$ cat src/rtl/kpn_subtractor_scheduler.sv
// rtl/kpn_subtractor_scheduler.sv - round-robin scheduler sharing one registered subtractor among NUM_REQ channels
// Optional KPN_SUB_FIXED_PRIO_EN selects fixed lowest-index-wins priority instead of round-robin.
module kpn_subtractor_scheduler #(
  parameter int NUM_REQ = 4,
  parameter int WIDTH   = 16,
  parameter int ID_W    = 2
) (
  input  logic                     clk,
  input  logic                     reset_n,
  input  logic [NUM_REQ-1:0]       req_valid,
  output logic [NUM_REQ-1:0]       req_ready,
  input  logic [NUM_REQ*WIDTH-1:0] req_a,
  input  logic [NUM_REQ*WIDTH-1:0] req_b,
  output logic [WIDTH-1:0]         sub_entry_1,
  output logic [WIDTH-1:0]         sub_entry_2,
  input  logic [WIDTH-1:0]         sub_output_1,
  output logic                     res_valid,
  input  logic                     res_ready,
  output logic [WIDTH-1:0]         res_data,
  output logic [ID_W-1:0]          res_id,
  output logic                     res_borrow,
  output logic                     busy
);

  typedef enum logic [1:0] {
    S_IDLE    = 2'd0,
    S_EXEC    = 2'd1,
    S_CAPTURE = 2'd2,
    S_HOLD    = 2'd3
  } state_t;

  state_t           state_q;
  logic [ID_W-1:0]  rr_ptr_q;
  logic [ID_W-1:0]  pend_id_q;
  logic             pend_borrow_q;

  logic             grant_found;
  logic [ID_W-1:0]  grant_idx;
  logic [WIDTH-1:0] sel_a;
  logic [WIDTH-1:0] sel_b;
  logic [ID_W-1:0]  rr_ptr_d;

`ifdef KPN_SUB_FIXED_PRIO_EN
  always_comb begin
    grant_found = 1'b0;
    grant_idx   = '0;
    for (int i = NUM_REQ - 1; i >= 0; i--) begin
      if (req_valid[i]) begin
        grant_found = 1'b1;
        grant_idx   = ID_W'(i);
      end
    end
  end
`else
  // Candidate k is rr_ptr_q + k folded back into 0..NUM_REQ-1; the first valid candidate wins.
  always_comb begin
    logic [ID_W:0] cand;
    logic          hit;
    grant_found = 1'b0;
    grant_idx   = '0;
    for (int k = 0; k < NUM_REQ; k++) begin
      cand = {1'b0, rr_ptr_q} + (ID_W+1)'(k);
      if (cand >= (ID_W+1)'(NUM_REQ)) begin
        cand = cand - (ID_W+1)'(NUM_REQ);
      end
      hit = 1'b0;
      for (int i = 0; i < NUM_REQ; i++) begin
        if (cand == (ID_W+1)'(i) && req_valid[i]) begin
          hit = 1'b1;
        end
      end
      if (!grant_found && hit) begin
        grant_found = 1'b1;
        grant_idx   = cand[ID_W-1:0];
      end
    end
  end
`endif

  always_comb begin
    sel_a     = '0;
    sel_b     = '0;
    req_ready = '0;
    for (int i = 0; i < NUM_REQ; i++) begin
      if (grant_idx == ID_W'(i)) begin
        sel_a = req_a[i*WIDTH +: WIDTH];
        sel_b = req_b[i*WIDTH +: WIDTH];
      end
      req_ready[i] = (state_q == S_IDLE) && grant_found && (grant_idx == ID_W'(i));
    end
  end

  assign rr_ptr_d = (pend_id_q == ID_W'(NUM_REQ - 1)) ? '0 : pend_id_q + ID_W'(1);
  assign busy     = (state_q != S_IDLE);

  always_ff @(posedge clk or negedge reset_n) begin
    if (!reset_n) begin
      state_q       <= S_IDLE;
      rr_ptr_q      <= '0;
      pend_id_q     <= '0;
      pend_borrow_q <= 1'b0;
      sub_entry_1   <= '0;
      sub_entry_2   <= '0;
      res_valid     <= 1'b0;
      res_data      <= '0;
      res_id        <= '0;
      res_borrow    <= 1'b0;
    end else begin
      case (state_q)
        S_IDLE: begin
          if (grant_found) begin
            sub_entry_1   <= sel_a;
            sub_entry_2   <= sel_b;
            pend_id_q     <= grant_idx;
            pend_borrow_q <= (sel_a < sel_b);
            state_q       <= S_EXEC;
          end
        end
        // Entries stay put here so the subtractor registers the difference on this edge.
        S_EXEC: state_q <= S_CAPTURE;
        S_CAPTURE: begin
          res_data   <= sub_output_1;
          res_id     <= pend_id_q;
          res_borrow <= pend_borrow_q;
          res_valid  <= 1'b1;
          state_q    <= S_HOLD;
        end
        S_HOLD: begin
          if (res_valid && res_ready) begin
            res_valid <= 1'b0;
`ifndef KPN_SUB_FIXED_PRIO_EN
            rr_ptr_q  <= rr_ptr_d;
`endif
            state_q   <= S_IDLE;
          end
        end
        default: state_q <= S_IDLE;
      endcase
    end
  end

endmodule
$ cat config.mk
export PLATFORM = sky130hd
export DESIGN_NAME = kpn_subtractor_scheduler
export DESIGN_NICKNAME = d
export VERILOG_FILES = /design/src/rtl/kpn_subtractor_scheduler.sv
export SDC_FILE = /design/constraint.sdc
export NUM_CORES = 1
export LEC_CHECK = 0
export CORE_MARGIN = 3
export CORE_UTILIZATION = 40
export DETAILED_ROUTE_END_ITERATION = 10
export PLACE_DENSITY_LB_ADDON = 0.2
export SLEW_MARGIN = 20
export SYNTH_ARGS = -nofsm -noshare
export SYNTH_HDL_FRONTEND = slang
export SYNTH_SLANG_ARGS = --single-unit
export TNS_END_PERCENT = 50
$ cat constraint.sdc
create_clock -name clk -period 4.25 [get_ports clk]
set_clock_uncertainty 0.2 [all_clocks]
set_input_delay 0.425 -clock clk [delete_from_list [all_inputs] [get_ports clk]]
set_output_delay 0.425 -clock clk [all_outputs]
set_load 0.02 [all_outputs]
==> impl_metrics.yaml <==
worst_setup_path:
  cp.required_ps: 4270
  start_kind: "register"
  cp-end-kind: "register"
  worstSetupPathType: "register to register"
  crit_fanout: 9
  arrival_ps: 3970
clock_network:
  clk_pin_slew_ps: 80
  h-tree-depth: 3
  cts_root_buffer: "clkbuf_8"
  numCtsBuffers: 9
  cts_sinks: 59
  clk_latency_ps: 340
  clk_path_buf_depth: 2
  cts_tree: "done"
routing:
  vias: 3788
  viasPerCell: 5.37
  drc: 0
  first_pass_iters: 4
  drt_iter0_markers: 108
  wl_mm: 13.3
  wire_per_inst_um: 18.8
  ant_nets: 0
place:
  pre_cts_ws_ps: -17.5
  gp_congestion: 0.878
  io_buffers: 207
  hpwl_mm: 10.8
  place_area_um2: 6310
  dp_cells: 685
floorplanning:
  core_um2: 9420
  die_x_um: 105
  die_h_um: 105
  io_pins: 208
  fp.dieArea_um2: 11100
  start_util: 0.418
  rows: 35
min_path:
  min_path_type: "register to register"
finish:
  finalNetCount: 746
  drive_above_1_share: 0.241
  finalNonFillerCells: 705
  final_core_util: 0.711
  diodes: 0
  fillers: 707
  design_area_um2: 6700
  syn_to_final_growth_pct: 70.0
logic_synthesis:
  yosysSeqAreaShare: 0.375
  yosysWarnings: 0
  ys_types: 40
  syn_nets: 515
  synthCells: 340
  ys_ff_latch: 59
  synth_area_um2: 3940
  syn_avg_cell_area_um2: 11.6
  synthArstFlopShare: 1.00
  synth_edf_count: 0
  synth_flop_cell: "dfrtp_1"
grt:
  grt_pass1_wl_mm: 21.2
  track_usage: 0.242
  first_global_vias: 4118
  gr-total-overflow: 0
  antenna_found_initial: 0
  grt_max_degree: 37
timing:
  setup_slack_ps: 298
  tns_ps: 0
  max_slew_margin: 0.380
  max_freq_mhz: 253
  hold_slack_ps: 311
  drv_slew: 0
  setup_violations: 0
  tightest_slew_ps: 930
  layout_min_cycle_time_ps: 3950
  post-route-period-util: 0.930
  rsz0062_at_grt: "false"
  finalHoldViolCount: 0
power_and_ir_drop:
  power_mw: 6.52
  powerDensity_nw_per_um2: 974
  ir_drop_uv: 566
  leakagePower_nw: 2.79
run:
  drv_cap: 0
outcome:
  status: "completed"
[synthesized netlist by cell type, types with 3 or more instances]
master,number,share of area
clkbuf_1,8,0.0076
inv_1,8,0.0076
mux2i_1,16,0.041
nand2_1,10,0.0095
a211oi_1,3,0.0057
buf_6,3,0.0086
a221o_1,16,0.041
mux4_2,16,0.091
mux2_4,14,0.053
nand4_1,3,0.0048
and2_1,4,0.0064
o21ai_0,6,0.0076
buf_2,6,0.0076
a21oi_1,25,0.032
a21o_1,5,0.0095
dfrtp_1,59,0.37
mux2_2,39,0.11
a22oi_1,8,0.015
nor2_1,39,0.037
o21a_1,3,0.0057
ha_1,24,0.076
o211ai_1,3,0.0057
[area by class of cell]
| class | instances | area (um2) | area share |
|---|---|---|---|
| repair buffers | 238 | 2330 | 0.348 |
| clock buffers | 9 | 124 | 0.0185 |
| flip-flops and latches | 59 | 1480 | 0.221 |
| multi-input cells | 255 | 2450 | 0.366 |
| inverters | 8 | 30.0 | 0.00448 |
| well taps | 129 | 161 | 0.0241 |
| clock inverters | 7 | 125 | 0.0187 |
[flip-flops by register name, summed over array words and instances, names as in the netlist]
signal         flops
pend_borrow_q      1
pend_id_q          2
res_borrow         1
res_data          16
res_id             2
res_valid          1
rr_ptr_q           2
state_q            2
sub_entry_1       16
sub_entry_2       16
[layer usage]
metal	vias to the layer above	track usage	routed length (um)
met2	155	0.413	6680
met4	0	0.0731	271
met3	21	0.0778	1010
met1	1842	0.290	5320
met5	-	0	0
li1	1770	-	-
[power by group]
group,internal [mW],total (mW),switching (mW),leakage [nW]
combinational,2.50,4.83,2.33,1.97
clock,0.395,0.650,0.256,0.124
sequential,0.865,1.04,0.178,0.701
[final timing paths]
kind                                             from                           to  slack (ps)  cells past startpoint
max in group asynchronous                     reset_n  sub_entry_1[10]$_DFFE_PN0P_        2470                      3
setup / recovery              rr_ptr_q[0]$_DFFE_PN0P_    pend_borrow_q$_DFFE_PN0P_         300                     16
min in group asynchronous                     reset_n        res_valid$_DFFE_PN0P_         510                      2
hold / removal             sub_entry_1[2]$_DFFE_PN0P_   sub_entry_1[2]$_DFFE_PN0P_         310                      1
hold reg to reg            sub_entry_1[2]$_DFFE_PN0P_   sub_entry_1[2]$_DFFE_PN0P_         310                      1
setup reg to reg              rr_ptr_q[0]$_DFFE_PN0P_    pend_borrow_q$_DFFE_PN0P_         300                     16
[timing repair]
item	in CTS	in global routing
hold buffers	1	0
setup buffers	0	3
gates resized for setup	0	22
hold endpoints to repair	32	0
endpoints found under the setup margin	0	1
[layout by cell type (no fill, tap or decap), types with 2 or more instances in the layout]
cell	count
and2_4	2
bufinv_16	3
inv_2	2
a22oi_1	2
clkdlybuf4s50_1	206
mux2_4	14
nor2_2	2
a22oi_2	6
nand2_1	10
a21o_1	5
a221o_1	16
mux2i_1	15
dfrtp_1	57
clkbuf_8	9
a22o_1	2
o211ai_1	3
and2_1	2
clkinv_4	3
buf_12	2
buf_4	28
a21oi_1	25
ha_1	20
o21a_1	3
o21ai_0	6
nand4_1	3
a211oi_1	3
mux2_2	39
and4b_1	2
nor4_1	2
nor2_1	37
ha_4	3
mux4_2	16
dfrtp_2	2
inv_1	6
nand3_1	2
[critical path: stages (launching register included)]
cell and delay [ps]:
dfrtp_2 460, ha_2 250, a22oi_2 200, nand2_1 110, buf_4 160, a21oi_1 270, o21ai_4 110, buf_12 160
buf_4 140, buf_4 130, mux4_2 460, ha_1 320, nand4_1 120, a211o_1 330, a221o_1 260, o21ai_0 80
a21oi_1 60
[logic make-up after synthesis]
group	after synthesis	synth area share
AO/OA/AOI/OAI	81	0.146
flip-flops	59	0.375
multiplexers	85	0.297
adder cells (fa/ha/maj)	24	0.0762
AND/OR/NAND/NOR	65	0.0734
buffers and inverters	26	0.0324
(Power assumes the default switching activity.)
